**src/rtl/crypto_accel_ctrl.sv**
```systemverilog
// crypto_accel_ctrl: MMIO front end for the AES engine.
// Single-outstanding AXI-Lite-style slave with block packer and splitter.
module crypto_accel_ctrl #(
    parameter int DATA_W     = 64,
    parameter int BLOCK_W    = 128,
    parameter int KEY_W      = 256,
    parameter int ADDR_W     = 38,
    parameter int RD_TIMEOUT = 1024
) (
    input  logic               clk,
    input  logic               rst,
    input  logic               wraddr_valid,
    output logic               wraddr_ready,
    input  logic [ADDR_W-1:0]  wraddr,
    input  logic               wr_valid,
    output logic               wr_ready,
    input  logic [DATA_W-1:0]  wr_dat,
    output logic               wrresp_valid,
    input  logic               wrresp_ready,
    output logic [1:0]         wrresp_dat,
    input  logic               rdaddr_valid,
    output logic               rdaddr_ready,
    input  logic [ADDR_W-1:0]  rdaddr,
    output logic               rd_valid,
    input  logic               rd_ready,
    output logic [DATA_W-1:0]  rd_dat,
    output logic [1:0]         rdresp_dat,
    output logic [KEY_W-1:0]   aes_key,
    output logic [BLOCK_W-1:0] aes_ctr,
    output logic               aes_in_valid,
    input  logic               aes_in_ready,
    output logic [BLOCK_W-1:0] aes_in_block,
    input  logic               aes_out_valid,
    output logic               aes_out_ready,
    input  logic [BLOCK_W-1:0] aes_out_block,
    input  logic               aes_fifo_empty,
    output logic               aes_rst,
    output logic               irq
);
    localparam int NB  = BLOCK_W / DATA_W;
    localparam int NK  = KEY_W / DATA_W;
    localparam int AL  = $clog2(DATA_W / 8);
    localparam int IW  = 16 - AL;
    localparam int PCW = $clog2(NB + 1);
    localparam int WCW = $clog2(RD_TIMEOUT + 2);

    localparam logic [1:0] OKAY   = 2'b00;
    localparam logic [1:0] SLVERR = 2'b10;
    localparam logic [1:0] DECERR = 2'b11;

    typedef enum logic [1:0] {IDLE, WR_DATA, WR_RESP, RD_DATA} state_t;
    state_t state, state_nx;

    logic [IW-1:0]      wa, ra, ri;
    logic [1:0]         wcode, rcode_q, rc_mux;
    logic [DATA_W-1:0]  rd_q, rd_mux;
    logic               soft_pulse, auto_inc, irq_en, irq_pending, to_sticky;
    logic [31:0]        blkcnt;
    logic [DATA_W-1:0]  pk_w [NB];
    logic [PCW-1:0]     pk_cnt, sp_left;
    logic [BLOCK_W-1:0] sp_blk, ctr_inc;
    logic [DATA_W-1:0]  ctr_w [NB];
    logic [DATA_W-1:0]  key_w [NK];
    logic [WCW-1:0]     wait_cnt;
    logic               aw_fire, ar_fire, wr_fire, rd_fire, in_fire, out_fire;
    logic               in_full, out_empty, busy, wa_fifo, ra_fifo;
    logic               to_hit, pop, push, w_ctl, w_sts;
    logic               unused;

    function automatic logic [1:0] wr_code_f(input logic [IW-1:0] w);
        int i;
        i = int'(w);
        if (i <= 2) return OKAY;
        if (i == 3) return SLVERR;
        if (i >= 8 && i < 8 + NB) return OKAY;
        if (i >= 16 && i < 16 + NK) return OKAY;
        return DECERR;
    endfunction

    assign unused = ^{wraddr[ADDR_W-1:16], wraddr[AL-1:0],
                      rdaddr[ADDR_W-1:16], rdaddr[AL-1:0]};

    assign ri        = rdaddr[15:AL];
    assign aw_fire   = wraddr_valid & wraddr_ready;
    assign ar_fire   = rdaddr_valid & rdaddr_ready;
    assign wr_fire   = wr_valid & wr_ready;
    assign rd_fire   = rd_valid & rd_ready;
    assign in_full   = pk_cnt == PCW'(NB);
    assign out_empty = sp_left == '0;
    assign busy      = !aes_fifo_empty || !out_empty || pk_cnt != '0;
    assign in_fire   = aes_in_valid & aes_in_ready;
    assign out_fire  = aes_out_valid & aes_out_ready;
    assign wa_fifo   = wa == IW'(1);
    assign ra_fifo   = ra == IW'(1);
    assign to_hit    = (RD_TIMEOUT != 0) && state == RD_DATA && ra_fifo
                       && wait_cnt == WCW'(RD_TIMEOUT);
    assign pop       = rd_fire && ra_fifo && !to_hit && !out_empty;
    assign push      = wr_fire && wa_fifo;
    assign w_ctl     = wr_fire && wa == IW'(0);
    assign w_sts     = wr_fire && wa == IW'(2);
    assign ctr_inc   = aes_ctr + 1'b1;

    assign aes_rst       = rst | soft_pulse;
    assign aes_in_valid  = in_full;
    assign aes_out_ready = out_empty;
    assign irq           = irq_pending & irq_en;

    always_comb begin
        aes_in_block = '0;
        aes_ctr      = '0;
        aes_key      = '0;
        for (int i = 0; i < NB; i++) begin
            aes_in_block[BLOCK_W-1-i*DATA_W -: DATA_W] = pk_w[i];
            aes_ctr[BLOCK_W-1-i*DATA_W -: DATA_W]      = ctr_w[i];
        end
        for (int i = 0; i < NK; i++)
            aes_key[KEY_W-1-i*DATA_W -: DATA_W] = key_w[i];
    end

    // Non-FIFO read data is snapshotted at the address handshake.
    always_comb begin
        rd_mux = '0;
        rc_mux = DECERR;
        if (int'(ri) == 0) begin
            rd_mux = DATA_W'({irq_en, auto_inc, 1'b0});
            rc_mux = OKAY;
        end else if (int'(ri) == 1) begin
            rc_mux = OKAY;
        end else if (int'(ri) == 2) begin
            rd_mux = DATA_W'({to_sticky, irq_pending, in_full, out_empty, busy});
            rc_mux = OKAY;
        end else if (int'(ri) == 3) begin
            rd_mux = DATA_W'(blkcnt);
            rc_mux = OKAY;
        end else if (int'(ri) >= 16 && int'(ri) < 16 + NK) begin
            rc_mux = SLVERR;
        end
        for (int i = 0; i < NB; i++) begin
            if (int'(ri) == 8 + i) begin
                rd_mux = ctr_w[i];
                rc_mux = OKAY;
            end
        end
    end

    always_ff @(posedge clk) begin
        if (rst) state <= IDLE;
        else     state <= state_nx;
    end

    always_comb begin
        state_nx = state;
        unique case (state)
            IDLE: begin
                if (wraddr_valid)      state_nx = WR_DATA;
                else if (rdaddr_valid) state_nx = RD_DATA;
            end
            WR_DATA: if (wr_fire)      state_nx = WR_RESP;
            WR_RESP: if (wrresp_ready) state_nx = IDLE;
            RD_DATA: if (rd_fire)      state_nx = IDLE;
            default:                   state_nx = IDLE;
        endcase
    end

    always_comb begin
        wraddr_ready = state == IDLE;
        rdaddr_ready = state == IDLE && !wraddr_valid;
        wr_ready     = state == WR_DATA && (!wa_fifo || !in_full);
        wrresp_valid = state == WR_RESP;
        wrresp_dat   = wrresp_valid ? wcode : 2'b00;
        rd_valid     = state == RD_DATA && (!ra_fifo || !out_empty || to_hit);
        rd_dat       = '0;
        rdresp_dat   = OKAY;
        if (rd_valid) begin
            if (!ra_fifo) begin
                rd_dat     = rd_q;
                rdresp_dat = rcode_q;
            end else if (to_hit) begin
                rdresp_dat = SLVERR;
            end else begin
                rd_dat     = sp_blk[BLOCK_W-1 -: DATA_W];
            end
        end
    end

    always_ff @(posedge clk) begin
        if (rst) begin
            wa         <= '0;
            ra         <= '0;
            wcode      <= OKAY;
            rd_q       <= '0;
            rcode_q    <= OKAY;
            soft_pulse <= 1'b0;
            wait_cnt   <= '0;
        end else begin
            soft_pulse <= w_ctl && wr_dat[0];
            if (aw_fire) wa <= wraddr[15:AL];
            if (wr_fire) wcode <= wr_code_f(wa);
            if (ar_fire) begin
                ra       <= ri;
                rd_q     <= rd_mux;
                rcode_q  <= rc_mux;
                wait_cnt <= '0;
            end else if (state == RD_DATA && ra_fifo && out_empty && !to_hit) begin
                wait_cnt <= wait_cnt + 1'b1;
            end
        end
    end

    always_ff @(posedge clk) begin
        if (aes_rst) begin
            auto_inc    <= 1'b0;
            irq_en      <= 1'b0;
            irq_pending <= 1'b0;
            to_sticky   <= 1'b0;
            blkcnt      <= '0;
            pk_cnt      <= '0;
            sp_left     <= '0;
            sp_blk      <= '0;
            for (int i = 0; i < NB; i++) begin
                pk_w[i]  <= '0;
                ctr_w[i] <= '0;
            end
            for (int i = 0; i < NK; i++) key_w[i] <= '0;
        end else begin
            if (w_ctl) begin
                auto_inc <= wr_dat[1];
                irq_en   <= wr_dat[2];
            end
            if (out_fire)              irq_pending <= 1'b1;
            else if (w_sts && wr_dat[3]) irq_pending <= 1'b0;
            if (rd_fire && ra_fifo && to_hit) to_sticky <= 1'b1;
            else if (w_sts && wr_dat[4])      to_sticky <= 1'b0;
            if (out_fire) begin
                sp_blk  <= aes_out_block;
                sp_left <= PCW'(NB);
                blkcnt  <= blkcnt + 32'd1;
            end else if (pop) begin
                sp_blk  <= sp_blk << DATA_W;
                sp_left <= sp_left - 1'b1;
            end
            if (in_fire)   pk_cnt <= '0;
            else if (push) pk_cnt <= pk_cnt + 1'b1;
            for (int i = 0; i < NB; i++) begin
                if (push && pk_cnt == PCW'(i)) pk_w[i] <= wr_dat;
                // A CPU write to one word beats the increment for that word only.
                if (wr_fire && int'(wa) == 8 + i)
                    ctr_w[i] <= wr_dat;
                else if (in_fire && auto_inc)
                    ctr_w[i] <= ctr_inc[BLOCK_W-1-i*DATA_W -: DATA_W];
            end
            for (int i = 0; i < NK; i++)
                if (wr_fire && int'(wa) == 16 + i) key_w[i] <= wr_dat;
        end
    end
endmodule

```
**config.mk**
```make
export PLATFORM = sky130hd
export DESIGN_NAME = crypto_accel_ctrl
export DESIGN_NICKNAME = d
export VERILOG_FILES = /design/src/rtl/crypto_accel_ctrl.sv
export SDC_FILE = /design/constraint.sdc
export NUM_CORES = 1
export LEC_CHECK = 0
export ABC_CLOCK_PERIOD_IN_PS = 8450
export CAP_MARGIN = 20
export CORE_AREA = 2 2 337 339
export DETAILED_ROUTE_END_ITERATION = 12
export DIE_AREA = 0 0 339 341
export PLACE_DENSITY = 0.59
export SETUP_SLACK_MARGIN = 0.4
export SLEW_MARGIN = 40
export SYNTH_ARGS = -nofsm -noshare
export SYNTH_HDL_FRONTEND = slang
export SYNTH_SLANG_ARGS = --single-unit
```
**constraint.sdc**
```tcl
create_clock -name clk -period 8.45 [get_ports clk]
set_input_delay 1.69 -clock clk [delete_from_list [all_inputs] [get_ports clk]]
set_output_delay 1.69 -clock clk [all_outputs]
set_load 0.01 [all_outputs]
```
==> results.yml, run 1 <==
drt:
  top_layer: "met5"
  wl_met1_mm: 62.3
  drc: 0
  met2_length_mm: 66.9
  wl_met3_mm: 11.6
  firstDrtPassIters: 7
  routed_wl_mm: 145
  first_iter_violations: 2458
  ant_nets: 0
  post_drt_via_cell_ratio: 5.13
  wl_per_cell_um: 25.8
  vias: 28879
yosys:
  ys_types: 66
  syn_inst: 3305
  syn_nets: 3591
  yosysSeqAreaShare_pct: 60.2
  synth_compound_area_share_pct: 9.89
  synth_fa_ha_area_share_pct: 0.288
  yosys_warnings: 0
  synth_xor_area_share_pct: 4.04
  synthesis.area_mm2: 0.0347
  yosys.area_share.simple_pct: 21.6
  syn_avg_cell_area_um2: 10.5
  synth_enable_flop_cells: 512
  synth_top_family_by_area: "simple AND/OR/NAND/NOR gates"
  synthArstFlopShare_pct: 0
  synth_mux_area_share_pct: 1.24
  ys.flop_type: "edfxtp_1"
  ys_ff_latch: 788
floorplanning:
  dieArea_mm2: 0.116
  core_area_mm2: 0.112
  initial_utilization_pct: 31.0
  fp.dieW_um: 339
  rows: 123
  die_h_um: 341
  ios: 867
cells_and_area:
  finalNetCount: 4332
  syn2layout_area_growth_pct: 37.5
  drive_above_1_share_pct: 6.31
  utilization_pct: 42.6
clock_tree:
  cts_sinks: 788
  clk-insertion-delay-late_ns: 0.71
  cts_resized: 0
  path_clk_slew_ns: 0.06
  clockRootBuffer: "clkbuf_16"
  cts_tree: "yes"
  postCtsSetupBuffers: 0
  h-tree-depth: 3
  cts_max_path_buffers: 3
  numCtsBuffers: 89
  ctsHoldBuffers: 0
timing:
  finalSetupViolations: 0
  rsz0062_at_grt: "false"
  period_minus_slack_ns: 5.50
  hold_viol: 0
  finalCritPeriodShare_pct: 65.1
  skew_ns: 0.0522
  tightest_slew_ns: 0.882
  fin_tns_setup_ns: 0
  fmax_mhz: 182
  slew_viol_final: 0
  relSlewSlack_pct: 41.2
worst_setup_path:
  cp-end-kind: "primary output"
  worstPathArrival_ns: 3.81
  cp.required_ns: 6.76
  crit_fanout: 65
  reg2reg_from: "ctr_w[1][2]$_DFFE_PP_"
  crit_start: "wait_cnt[6]$_SDFFE_PP0P_"
  start_kind: "flop"
  path_class: "reg -> out"
grt:
  antenna_found_initial: 5
  grt_pass1_vias: 27187
  track_usage_pct: 24.2
  grt_max_degree: 99
  gr-total-overflow: 0
  grt_pass1_wl_mm: 204
place:
  place_congestion: 0.886
  hpwl_mm: 107
  port_buffers: 816
worst_hold_path:
  worstHoldPathType: "reg -> reg"
  min_from: "wa[12]$_SDFFE_PP0P_"
run_status:
  status: "completed"
pwr:
  vdd_drop_max_mv: 0.145
  powerDensity_mw_per_mm2: 197
  leakage_uw: 0.0162
job:
  cap_viol_max_count: 0
[metrics by stage]
stage	instance area (um^2)	instances	power, uW	hold WS [ns]	worst slack, ns
finish	47700	5624	9410	0.450	2.95
global route	47700	5620	9730	0.473	2.78
CTS	47600	5617	9500	0.453	2.99
detailed placement	44600	5452	5480	0.446	3.08
global placement	44400	5442	5470	0.441	2.90
floorplan	34700	3305	4850	0.416	0.865
[registers in the layout (all words and copies together), names as in the netlist, 2 cells and up]
signal    cells
wa           13
pk_cnt        2
wait_cnt     11
rcode_q       2
ra           13
sp_left       2
rd_q         64
wcode         2
pk_w        128
ctr_w       128
key_w       256
blkcnt       32
sp_blk      128
state         2
[cell families after synthesis]
logic type | Yosys count
AND/OR/NAND/NOR | 1513
flip-flops | 788
buffers and inverters | 245
XOR/XNOR | 160
multiplexers | 43
adder cells (fa/ha/maj) | 8
AO/OA/AOI/OAI | 548
[per-layer routing]
metal	vias up	track usage, %
met4	4	7.56
li1	13332	-
met2	1273	38.7
met3	206	5.73
met1	14064	32.4
met5	-	0
[worst paths after layout]
path	endpoint	slack, ns	depth (start not counted)
hold / removal	wa[12]$_SDFFE_PP0P_	0.45	2
setup reg to reg	ctr_w[0][51]$_SDFFCE_PP0P_	4.10	7
hold reg to reg	wa[12]$_SDFFE_PP0P_	0.45	2
setup / recovery	rd_dat[27]	2.95	8
[placed cells by master (no fill, tap or decap), types with 109 or more instances in the layout]
master           count
nor2_1             311
nand2_1            423
dfxtp_1            276
clkdlybuf4s50_1    814
a21oi_1            199
edfxtp_1           512
nor3_1             109
o21ai_0            137
and2_1             325
nand3_1            131
[cells in the mapped netlist, types with 21 or more instances]
cell type / number / area share (%)
clkbuf_1: 198 / 2.1
and2_1: 327 / 5.9
nand2_1: 429 / 4.6
nor4_1: 21 / 0.38
a221oi_1: 36 / 0.91
nor2_1: 318 / 3.4
dfxtp_1: 276 / 16
a22o_1: 26 / 0.66
a311oi_1: 65 / 1.6
edfxtp_1: 512 / 44
xor2_1: 77 / 1.9
mux2i_1: 43 / 1.2
nand3_1: 133 / 1.9
xnor2_1: 83 / 2.1
a21oi_1: 199 / 2.9
nand4_1: 60 / 1.1
and3_1: 25 / 0.45
o21ai_0: 141 / 2.0
a22oi_1: 64 / 1.4
nor3_1: 112 / 1.6
inv_1: 23 / 0.25
[where the power goes]
part / internal (uW) / leakage [uW] / switching, uW
Clock: 2290 / 0.00145 / 1720
Sequential: 4280 / 0.00755 / 147
Combinational: 404 / 0.00724 / 566
[critical path, stage by stage (launching register included)]
cell and delay, ns:
dfxtp_1 0.33, or4_1 0.57, nor3_1 0.56, nor2_4 0.07
nand2_1 0.15, nand2_2 0.06, buf_4 0.34, nor2_1 0.38
clkdlybuf4s50_1 0.61
[cell type report]
| class | instances | area [um^2] |
|---|---|---|
| multi-input cells | 2272 | 13100 |
| clock inverters | 52 | 628 |
| diodes | 4 | 10.0 |
| well taps | 1500 | 1880 |
| clock buffers | 113 | 2380 |
| flip-flops and latches | 788 | 20900 |
| repair buffers | 871 | 8730 |
| inverters | 24 | 95.1 |
| fillers | 10668 | 64200 |
Note: power is estimated with default switching activity, not from simulation.
==> run 2: changes to the inputs <==
Settings changed: ABC_CLOCK_PERIOD_IN_PS 8450 to 4800, CORE_AREA 2 2 337 339 to 2 2 335 337, DIE_AREA 0 0 339 341 to 0 0 337 339, PLACE_DENSITY 0.59 to 0.61.
Clock period 8.45 ns to 4.8 ns, I/O delays scaled along.
==> run 2 against run 1 <==
Net effect:
- first-iteration DRC count up 9.1%
- clock skew is 0.014 ns lower
- design area up 0.36%
- critical path type unchanged
- highest routed layer unchanged
==> results.yml, run 2 (synthesis gave the netlist of run 1 again) <==
drt:
  top_layer: "met5"
  wl_met1_mm: 61.9
  routed_wl_mm: 144
  drc: 0
  met2_length_mm: 66.4
  wl_per_cell_um: 25.6
  ant_nets: 0
  first_iter_violations: 2682
  firstDrtPassIters: 6
  vias: 29033
  post_drt_via_cell_ratio: 5.16
  wl_met3_mm: 11.3
timing:
  finalSetupViolations: 0
  rsz0062_at_grt: "true"
  relSlewSlack_pct: 41.0
  tightest_slew_ns: 0.882
  hold_viol: 0
  setup_slack_ns: 0.526
  slew_viol_final: 0
  whs_ns: 0.452
  period_minus_slack_ns: 4.27
  fmax_mhz: 234
  skew_ns: 0.0381
  finalCritPeriodShare_pct: 89.0
cells_and_area:
  final_cell_mix: "clkdlybuf4s50_1, edfxtp_1, nand2_1"
  regMostFlops: "key_w"
  layout_commonest_cell: "clkdlybuf4s50_1"
  syn2layout_area_growth_pct: 38.0
  drive_above_1_share_pct: 6.70
  fin_area_mm2: 0.0479
  layout.cells.non_filler: 5626
  finalNetCount: 4349
  largest_register_ffs: 256
worst_setup_path:
  crit_fanout: 26
  r2r_setup_slack_ns: 0.96
  cp-end-kind: "primary output"
  rr_worst_depth: 7
  path_class: "reg -> out"
  start_kind: "flop"
  crit_start: "wait_cnt[2]$_SDFFE_PP0P_"
  setup.worst_path.end: "rd_dat[49]"
  crit_chain: "or4_4 -> nor3_4 -> nor2_4 -> nand2_2 -> nand2_8 -> buf_16 -> nor2_1 -> clkdlybuf4s50_1"
  reg2reg_from: "ctr_w[1][15]$_DFFE_PP_"
  timing.rr.end: "ctr_w[0][28]$_SDFFCE_PP0P_"
  cp.required_ns: 3.84
  max_stage_delay_ns: 0.59
  worstPathArrival_ns: 3.31
  critPathSlowestCell: "or4_4"
run_status:
  status: "completed"
worst_hold_path:
  whs_path_depth: 2
  worstHoldPathType: "reg -> reg"
  min_from: "wa[5]$_SDFFE_PP0P_"
clock_tree:
  h-tree-depth: 3
  clockRootBuffer: "clkbuf_16"
  clk-insertion-delay-late_ns: 0.69
  cts_max_path_buffers: 3
  ctsHoldBuffers: 0
  numCtsBuffers: 91
  path_clk_slew_ns: 0.06
  cts_sinks: 788
  cts_tree: "yes"
  postCtsSetupBuffers: 0
pwr:
  leakage_uw: 0.0164
  vdd_drop_max_mv: 0.236
  p_total_uw: 16500
  powerDensity_mw_per_mm2: 344
grt:
  antenna_found_initial: 6
  grt_max_degree: 196
  grt_pass1_wl_mm: 202
  grt_pass1_vias: 27330
  gr-total-overflow: 0
  track_usage_pct: 24.3
floorplanning:
  core_area_mm2: 0.110
  rows: 122
  ios: 867
  initial_utilization_pct: 31.4
  die_h_um: 339
  dieArea_mm2: 0.114
  fp.dieW_um: 337
place:
  place_ws_ns: 0.849
  hpwl_mm: 105
  post-place-cells: 5456
  port_buffers: 816
  place_congestion: 0.895
  placed_area_mm2: 0.0448
job:
  cap_viol_max_count: 0
run 2: area by class of cell:
| cell class | count | area [um^2] |
|---|---|---|
| antenna | 1 | 2.50 |
| clock buffer | 121 | 2560 |
| clock inverter | 46 | 390 |
| fill | 10482 | 62500 |
| inverter | 24 | 95.1 |
| multi-input combinational | 2272 | 13100 |
| sequential | 788 | 20900 |
| tap | 1488 | 1860 |
| timing repair buffer | 886 | 9000 |
run 2: worst min path at each step:
| stage | endpoint | slack [ns] |
|---|---|---|
| after global placement | rcode_q[0]$_SDFFE_PP0P_ | 0.44 |
| after global routing | wa[7]$_SDFFE_PP0P_ | 0.48 |
| final | wa[5]$_SDFFE_PP0P_ | 0.45 |
| after CTS | wa[5]$_SDFFE_PP0P_ | 0.45 |
| after detailed placement | wa[11]$_SDFFE_PP0P_ | 0.45 |
| after floorplan | rd_q[1]$_SDFFE_PP0P_ | 0.42 |
run 2: metrics by stage:
step	util, %	setup TNS, ns
final	43.4	0
after global routing	43.4	0
after CTS	43.3	0
after detailed placement	40.6	0
after global placement	40.6	0
after floorplan	-	-84.88
run 2: where the power goes:
part | total, uW | switching (uW) | internal (uW)
Combinational | 1720 | 989 | 736
Sequential | 7800 | 276 | 7530
Clock | 6940 | 3010 | 3930
Total | 16500 | 4270 | 12200
run 2: repair_timing:
item                                    CTS  global route
endpoints found under the setup margin   65            45
pin swaps                                 0             2
gates resized for setup                   4             6
gates cloned                              0             1
run 2: per-layer routing:
layer | up-vias | GRT usage, %
li1 | 13367 | -
met1 | 14154 | 32.8
met2 | 1293 | 38.9
met3 | 215 | 5.01
met4 | 4 | 7.90
met5 | - | 0
run 2: worst max-delay path, delay by kind of cell, from the launching register on:
family | cells | cell delay (ns)
AND/OR/NAND/NOR | 6 | 1.43
buffers and inverters | 2 | 0.79
flip-flops | 1 | 0.36
